<file path="src/rtl/lfsr_pkg.sv">
// Shared definitions for the LFSR random generator: draw FSM states,
// default feedback masks per width and the rejection-sampling mask helper.
package lfsr_pkg;

    typedef enum logic [1:0] {
        IDLE = 2'd0,
        DRAW = 2'd1,
        DONE = 2'd2
    } draw_state_e;

    localparam logic [7:0]  TAPS_W8  = 8'hB8;
    localparam logic [15:0] TAPS_W16 = 16'hB400;
    localparam logic [31:0] TAPS_W32 = 32'h80200003;

    // Maximal-length Galois masks for the supported widths; zero elsewhere.
    function automatic logic [31:0] default_taps(input int unsigned width);
        logic [31:0] taps;
        case (width)
            8:       taps = {24'd0, TAPS_W8};
            16:      taps = {16'd0, TAPS_W16};
            32:      taps = TAPS_W32;
            default: taps = 32'd0;
        endcase
        return taps;
    endfunction

    // Smallest all-ones value >= range_v-1: smear the top set bit downwards.
    function automatic logic [31:0] mask_for(input logic [31:0] range_v);
        logic [31:0] m;
        m = (range_v == 32'd0) ? 32'd0 : range_v - 32'd1;
        for (int i = 0; i < 5; i++) begin
            m = m | (m >> (1 << i));
        end
        return m;
    endfunction

endpackage

</file>
<file path="src/rtl/lfsr_core.sv">
// Free-running Galois LFSR with seed load; an all-zero seed is replaced by
// SEED_DEFAULT so the register can never lock up.
module lfsr_core
    import lfsr_pkg::*;
#(
    parameter int unsigned      WIDTH        = 8,
    parameter logic [WIDTH-1:0] TAPS         = WIDTH'(default_taps(WIDTH)),
    parameter logic [WIDTH-1:0] SEED_DEFAULT = {{(WIDTH-1){1'b0}}, 1'b1}
) (
    input  logic             clk,
    input  logic             rst,
    input  logic             load_i,
    input  logic [WIDTH-1:0] seed_i,
    output logic [WIDTH-1:0] q_o
);

    logic [WIDTH-1:0] state_q;
    logic [WIDTH-1:0] state_d;
    logic [WIDTH-1:0] feedback;

    genvar gi;
    generate
        for (gi = 0; gi < WIDTH; gi++) begin : g_fb
            assign feedback[gi] = TAPS[gi] & state_q[0];
        end
    endgenerate

    always_comb begin
        state_d = (state_q >> 1) ^ feedback;
        if (load_i) begin
            state_d = (seed_i == '0) ? SEED_DEFAULT : seed_i;
        end
    end

    always_ff @(posedge clk) begin
        if (rst) begin
            state_q <= SEED_DEFAULT;
        end else begin
            state_q <= state_d;
        end
    end

    assign q_o = state_q;

endmodule

</file>
<file path="src/rtl/lfsr_rand_gen.sv">
// LFSR random source with a request/valid draw port returning a value in
// [0, range). Optional macro LFSR_WRAP_FLAG_EN adds a full-period wrap pulse.
module lfsr_rand_gen
    import lfsr_pkg::*;
#(
    parameter int unsigned      WIDTH        = 8,
    parameter logic [WIDTH-1:0] TAPS         = WIDTH'(default_taps(WIDTH)),
    parameter logic [WIDTH-1:0] SEED_DEFAULT = {{(WIDTH-1){1'b0}}, 1'b1},
    parameter int unsigned      OUT_W        = 8,
    parameter int unsigned      MAX_TRIES    = 4
) (
    input  logic             clk,
    input  logic             rst,
    input  logic [WIDTH-1:0] seed_i,
    input  logic             load_i,
    input  logic             req_i,
    input  logic [OUT_W-1:0] range_i,
    output logic             busy_o,
    output logic             valid_o,
    output logic [OUT_W-1:0] value_o,
    output logic [WIDTH-1:0] q_o
`ifdef LFSR_WRAP_FLAG_EN
    ,
    output logic             wrap_o
`endif
);

    localparam int unsigned TRY_W = (MAX_TRIES > 1) ? $clog2(MAX_TRIES) : 1;
    localparam logic [TRY_W-1:0] LAST_TRY = TRY_W'(MAX_TRIES - 1);

    logic [WIDTH-1:0] lfsr_q;
    draw_state_e      state_q, state_d;
    logic [OUT_W-1:0] range_q, range_d;
    logic [OUT_W-1:0] value_q, value_d;
    logic [TRY_W-1:0] tries_q, tries_d;
    logic [OUT_W-1:0] mask;
    logic [OUT_W-1:0] cand;

    lfsr_core #(
        .WIDTH        (WIDTH),
        .TAPS         (TAPS),
        .SEED_DEFAULT (SEED_DEFAULT)
    ) u_core (
        .clk    (clk),
        .rst    (rst),
        .load_i (load_i),
        .seed_i (seed_i),
        .q_o    (lfsr_q)
    );

    assign mask = OUT_W'(mask_for(32'(range_q)));

    genvar gi;
    generate
        for (gi = 0; gi < OUT_W; gi++) begin : g_cand
            assign cand[gi] = lfsr_q[gi] & mask[gi];
        end
    endgenerate

    // Since mask < 2*range, cand - range is always a legal fallback result.
    always_comb begin
        state_d = state_q;
        range_d = range_q;
        value_d = value_q;
        tries_d = tries_q;
        case (state_q)
            IDLE: begin
                if (req_i) begin
                    range_d = range_i;
                    tries_d = '0;
                    state_d = DRAW;
                end
            end
            DRAW: begin
                if (range_q == '0) begin
                    value_d = '0;
                    state_d = DONE;
                end else if (cand < range_q) begin
                    value_d = cand;
                    state_d = DONE;
                end else if (tries_q == LAST_TRY) begin
                    value_d = cand - range_q;
                    state_d = DONE;
                end else begin
                    tries_d = tries_q + TRY_W'(1);
                end
            end
            DONE: begin
                state_d = IDLE;
            end
            default: begin
                state_d = IDLE;
            end
        endcase
    end

    always_ff @(posedge clk) begin
        if (rst) begin
            state_q <= IDLE;
            range_q <= '0;
            value_q <= '0;
            tries_q <= '0;
        end else begin
            state_q <= state_d;
            range_q <= range_d;
            value_q <= value_d;
            tries_q <= tries_d;
        end
    end

    assign busy_o  = (state_q == DRAW);
    assign valid_o = (state_q == DONE);
    assign value_o = value_q;
    assign q_o     = lfsr_q;

`ifdef LFSR_WRAP_FLAG_EN
    logic [WIDTH-1:0] ref_q;
    logic [WIDTH-1:0] step_val;
    logic             wrap_q;

    assign step_val = (lfsr_q >> 1) ^ (lfsr_q[0] ? TAPS : '0);

    // ref_q remembers the state the current period started from.
    always_ff @(posedge clk) begin
        if (rst) begin
            ref_q  <= SEED_DEFAULT;
            wrap_q <= 1'b0;
        end else if (load_i) begin
            ref_q  <= (seed_i == '0) ? SEED_DEFAULT : seed_i;
            wrap_q <= 1'b0;
        end else begin
            wrap_q <= (step_val == ref_q);
        end
    end

    assign wrap_o = wrap_q;
`endif

endmodule

</file>
<file path="config.mk">
export PLATFORM = sky130hd
export DESIGN_NAME = lfsr_rand_gen
export DESIGN_NICKNAME = d
export VERILOG_FILES = /design/src/rtl/lfsr_pkg.sv /design/src/rtl/lfsr_core.sv /design/src/rtl/lfsr_rand_gen.sv
export SDC_FILE = /design/constraint.sdc
export NUM_CORES = 1
export LEC_CHECK = 0
export BUFFER_PORTS_ARGS = -buffer_cell sky130_fd_sc_hd__buf_2
export CORE_MARGIN = 2
export CORE_UTILIZATION = 50
export CTS_CLUSTER_SIZE = 20
export DETAILED_ROUTE_END_ITERATION = 12
export HOLD_SLACK_MARGIN = 0.06
export PLACE_DENSITY = 0.74
export SYNTH_ARGS = -nofsm -noshare
export SYNTH_HDL_FRONTEND = slang
export SYNTH_SLANG_ARGS = --single-unit
</file>
<file path="constraint.sdc">
create_clock -name clk -period 8.7 [get_ports clk]
set_input_delay 0.87 -clock clk [delete_from_list [all_inputs] [get_ports clk]]
set_output_delay 0.87 -clock clk [all_outputs]
set_load 0.1 [all_outputs]
</file>
[Word level (Yosys, flattened, before mapping)]
Cells that the tools add are included.
W data, S select, Z words.
Word-level totals
  register bits: 28
  input port bits: 20
  output and inout bits: 18
  logic and storage cells: 56
Operators by class
  $add $sub $neg: 3
  $lt $le $gt $ge: 1
  equal/unequal tests: 8
  multiplexer cells: 16
  bitwise logic cells: 14
  reductions and logical operators: 9
Operators by type and width (number)
  $mux W8: 5
  $mux W32: 1
  $or A32 B28 Y32: 1
  $or A32 B30 Y32: 1
  $or A32 B31 Y32: 1
  $or A24 B24 Y24: 1
  $logic_not A8 Y1: 2
  $mux W2: 8
  $sub A8 B1 Y9 const B: 1
  $and A1 B1 Y1: 8
  $lt A8 B8 Y1: 1
  $ne A2 B2 Y1 const B: 4
  $or A8 B8 Y8: 1
  $pmux W2 S2: 2
  $sub A8 B8 Y8: 1
  $xor A7 B8 Y8: 1
  $reduce_and A2 Y1: 3
  $reduce_and A5 Y1: 1
  $eq A2 B2 Y1 const B: 2
  $ne A4 B1 Y1 const B: 1
  $reduce_bool A3 Y1: 1
  $add A2 B1 Y2 const B: 1
  $eq A2 B1 Y1 const B: 1
  $logic_not A2 Y1: 1
  $reduce_bool A2 Y1: 1

[Longest topological paths before layout]
  depth after elaboration: 12
  mapped depth: 18
  gate-level depth less buffers: 17

[Cells and area by module]
Synthesis repeated with hierarchy kept, for this count alone.
Second synthesis, totals
  cells, all modules: 238
  area, all modules: 1929.4 um2
Modules (own cells, without submodules)
  lfsr_rand_gen: instances 1, cells an instance 205, area each 1601.5 um2, sequential area each 400.4 um2
  lfsr_core: instances 1, cells an instance 33, area each 327.8 um2, sequential area each 160.2 um2

[Least setup slack after synthesis]
Ideal clock, no wire load.
  path kind: register to register
  start: register range_q[2]
  end: register tries_q[0]
  setup time: 0.070 ns
  data arrival time: 3.852 ns
  data required time: 8.630 ns
  slack: 4.778 ns
  cell stages (with the launch flop): 16
  path buffers: 1
  period minus slack after synthesis: 3.922 ns
  path through: dfxtp_1 -> buf_6 -> or4_4 -> or4_1 -> a31oi_1 -> o211ai_1 -> or2_4 -> and2_1 -> ha_1 -> nand2b_1 -> a21o_1 -> a21o_1 -> nor3_1 -> nand2_1 -> or2_2 -> a21oi_1
On the way
  longest elaborated chain between the ends: 11
  elaborated cells on any way between the ends: 20
  classes of those cells: add/sub (1); order compare (1); eq/ne (2); mux (1); bitwise (13); reduce/logical (2)
Ends and longest elaborated chain
  start, declared: line lfsr_rand_gen.sv:33  | logic [OUT_W-1:0] range_q, range_d;
  start signal, assigned: line lfsr_rand_gen.sv:105  | range_q <= range_d;
  $sub A8 B1 Y9 / $logic_not A8 Y1 (equally long branches): line lfsr_pkg.sv:30, lfsr_rand_gen.sv:75
  $mux W32: line lfsr_pkg.sv:30  | m = (range_v == 32'd0) ? 32'd0 : range_v - 32'd1;
  $or A32 B31 Y32: line lfsr_pkg.sv:32  | m = m | (m >> (1 << i));
  $or A32 B30 Y32: line lfsr_pkg.sv:32
  $or A32 B28 Y32: line lfsr_pkg.sv:32
  $or A24 B24 Y24: line lfsr_pkg.sv:32
  $or A8 B8 Y8: line lfsr_pkg.sv:32
  $and A1 B1 Y1: line lfsr_rand_gen.sv:56  | assign cand[gi] = lfsr_q[gi] & mask[gi];
  $lt A8 B8 Y1: line lfsr_rand_gen.sv:78  | end else if (cand < range_q) begin
  $ne A2 B2 Y1 (no line)
  $reduce_and A5 Y1 (no line) (*)
  end signal, assigned: line lfsr_rand_gen.sv:107  | tries_q <= tries_d;
  end, declared: line lfsr_rand_gen.sv:35  | logic [TRY_W-1:0] tries_q, tries_d;
Mark *: on every way between the ends. The rest lies on a longest branch, timed or not.
A chain may end at the register's enable or synchronous reset.

[Worst setup path after layout]
Ends and elaborated chain as after synthesis.

==> impl_metrics.ini <==
[status]
outcome = finished, final reports clean

[critical_path]
worst-setup-path-type = reg2reg
critPathSlowestCell = or4_4
crit_path_cell_trace = or4_4 -> or4_1 -> a31oi_1 -> o211ai_1 -> or2_4 -> and2_1 -> ha_1 -> nand2b_1 -> a21o_1 -> a21o_1 -> nor3_1 -> nand2_1 -> or2_2 -> a21oi_1
crit_path_frequent_cell = a21o_1
crit_path_max_incr_delay_ps = 600
worst-endpoint-required_ps = 8970
start_kind = flip-flop
worstPathMaxFanout = 14
worstSetupEndpointType = flip-flop
crit-reg2reg-capture = tries_q[0]
reg2regPathDepth = 14
critical_path.reg2reg.startpoint = range_q[2]
timing.reg2reg.setup_slack_ps = 4340
worst_ep_arrival_time_ps = 4630

[logic_synthesis]
syn-cell-area_um2 = 1833
synth.lib_cells_used.distinct = 46
synth.most_common_cell = dfxtp_1
largest_area_contributor_in_the_netlist = dfxtp_1
ys.warnings.count = 0
yosysSeqAreaShare_pct = 30.58
synthesis.nets = 268
syn-instance-count = 236
edff_count_synth = 0
post_synth_main_area_contributors = dfxtp_1, ha_1, a21oi_1, nor2_1, nand2_1
async_reset_ff_share_pct = 0
synth_top_flop_cell = dfxtp_1
syn-mean-instance-area_um2 = 7.767
yosys.area.top_type_share_pct = 30.58
synth_seq_cells = 28
ys_top_cells_by_count = dfxtp_1, a21oi_1, nor2_1, nand2_1, inv_1

[clock_tree]
cts.sink_count = 28
cts_root_buf = clkbuf_4
cts_hold_repair.buffers = 0
resized_cells_post_cts = 0
post-cts-setup-buffer-count = 0
clk_latency_ps = 330
tritoncts_clock_tree = yes
cts_buffer_depth = 2
tritoncts.num_buffers = 3
cts_max_level = 1
cts.reportedPaths.clkPinSlew_ps = 150

[cells_and_area]
final-seq-area_um2 = 560.5
antenna-diode-count = 0
synthToLayoutAreaGrowth_pct = 12.90
final_layout_size_suffix_gt1_share_pct = 19.03
finish.net_count = 301
footprint_of_the_multi_input_gates_um2 = 1177
num-fill-cells = 330

[flow_run]
maxCapViolCount = 0

[hold_path]
hold_path_depth = 2
timing.hold.worst.start = value_o[6]
timing.hold.worst.class = reg2reg
worstHoldEndpoint = value_o[6]

[die]
floorplan.core_area_um2 = 3416
dieWidth_um = 64.55
die_area_um2 = 4166
fp_rows = 21
initial_core_util_pct = 53.66
top_level_ports = 38
floorplan.die.height_um = 64.55

[global_routing]
global_route.usage.total_pct = 21.41
largest_net_degree_at_the_start_of_global_routing = 24
grt_first_pass_wirelength_mm = 7.107
gr-total-overflow = 0
grt_pass1_vias = 1570
antenna_found_initial = 0

[pwr]
static-leakage-power_uw = 0.0008825
finalPower_uw = 414.4
irDropWorstVdd_mv = 0.09008
power.density_nw_per_um2 = 200.2

[timing]
setup_repair_after_global_routing_missed_its_margin = no
post-route-period-util_pct = 50.12
final-hold-violation-count = 0
timing.final.setup_violations = 0
min_period_ps = 4360
maxClockFrequency_mhz = 229.3
max_slew.worst_pin.slew_ps = 498.1
finalClockSkew_ps = 3.492
maxSlewViolCount = 0
max-slew-margin-rel_pct = 66.54
timing.setup.tns_ps = 0

[drt]
vias = 1742
routedWlPerCell_um = 13.00
drc = 0
routed_wirelength_mm = 4.081
route.detailed.vias_per_inst = 5.548
first_pass_iters = 4
drc_marker_count_from_the_first_detailed_route_iteration = 49
detail-route-antenna-nets = 0

[place]
io_buffers = 37
globalplace.congestion = 0.9474
detailedPlacementHpwl_mm = 3.300
-- worst max-delay path by stage --
stage                     from          to  slack, ps  depth (start not counted)
floorplan           range_q[2]  tries_q[0]       4780                         15
global placement    range_q[2]  tries_q[0]       4510                         14
detailed placement  range_q[2]  tries_q[0]       4410                         14
CTS                 range_q[2]  tries_q[0]       4370                         14
global route        range_q[2]  tries_q[0]       3970                         14
finish              range_q[2]  tries_q[0]       4340                         14
-- cell families after synthesis --
group	share of synthesized area [%]
simple gates	25.26
compound gates	24.30
flops	30.58
buf+inv	5.188
fa+ha+maj	8.601
xor+xnor	3.345
mux	2.730
-- worst max-delay path, delay by kind of cell, from the launching register on --
| family | cells | cell delay [ps] |
|---|---|---|
| flops | 1 | 410 |
| simple gates | 8 | 2570 |
| fa+ha+maj | 1 | 340 |
| compound gates | 5 | 990 |
-- stage by stage --
step,util (%),hold slack [ps],instance area (µm²),std cells,setup WS [ps]
finish,60.59,471.3,2069,314,4340
global route,60.59,497.7,2069,314,3968
CTS,60.59,475.0,2069,314,4365
detailed placement,59.52,442.6,2033,310,4411
global placement,59.52,446.6,2033,310,4506
floorplan,-,451.6,1833,236,4778
-- final cells by class --
cell class              instances  area share, %
clock buffers                   4          1.753
inverters                      14          2.539
multi-input cells             185          56.89
flip-flops and latches         28          27.09
well taps                      46          2.781
repair buffers                 37          8.948
-- sequential cells by signal, indices dropped and copies added (netlist names) --
signal and flops:
state_q 2, tries_q 2, range_q 8, value_o 8, u_core.q_o 8
-- where the power goes --
part	internal, µW	switching (µW)	total (µW)
clock network	25.6	39.3	64.9
logic	67.5	133	201
registers	138	10.6	149
-- routing by layer --
metal | vias to the layer above | share of wire [%] | global-route usage (%)
li1 | 904 | - | -
met1 | 777 | 48 | 29.59
met2 | 53 | 45 | 35.03
met3 | 8 | 5.4 | 2.604
met4 | 0 | 1.9 | 6.383
met5 | - | 0 | 0
-- placed cells by master (no fill, tap or decap), types with 3 or more instances in the layout --
| cell type | instances |
|---|---|
| a21oi_1 | 27 |
| a221o_1 | 3 |
| a31oi_1 | 3 |
| and2_1 | 5 |
| buf_2 | 37 |
| clkbuf_4 | 3 |
| dfxtp_1 | 28 |
| ha_1 | 11 |
| inv_1 | 14 |
| mux2i_1 | 5 |
| nand2_1 | 24 |
| nand2b_1 | 3 |
| nand3_1 | 4 |
| nor2_1 | 26 |
| nor2b_1 | 3 |
| nor3_1 | 11 |
| nor3b_1 | 5 |
| nor4_1 | 3 |
| o211ai_1 | 3 |
| o21a_1 | 6 |
| o21ai_0 | 9 |
| or2_2 | 3 |
| xnor2_1 | 5 |
Power figures use the tool's default switching activity.
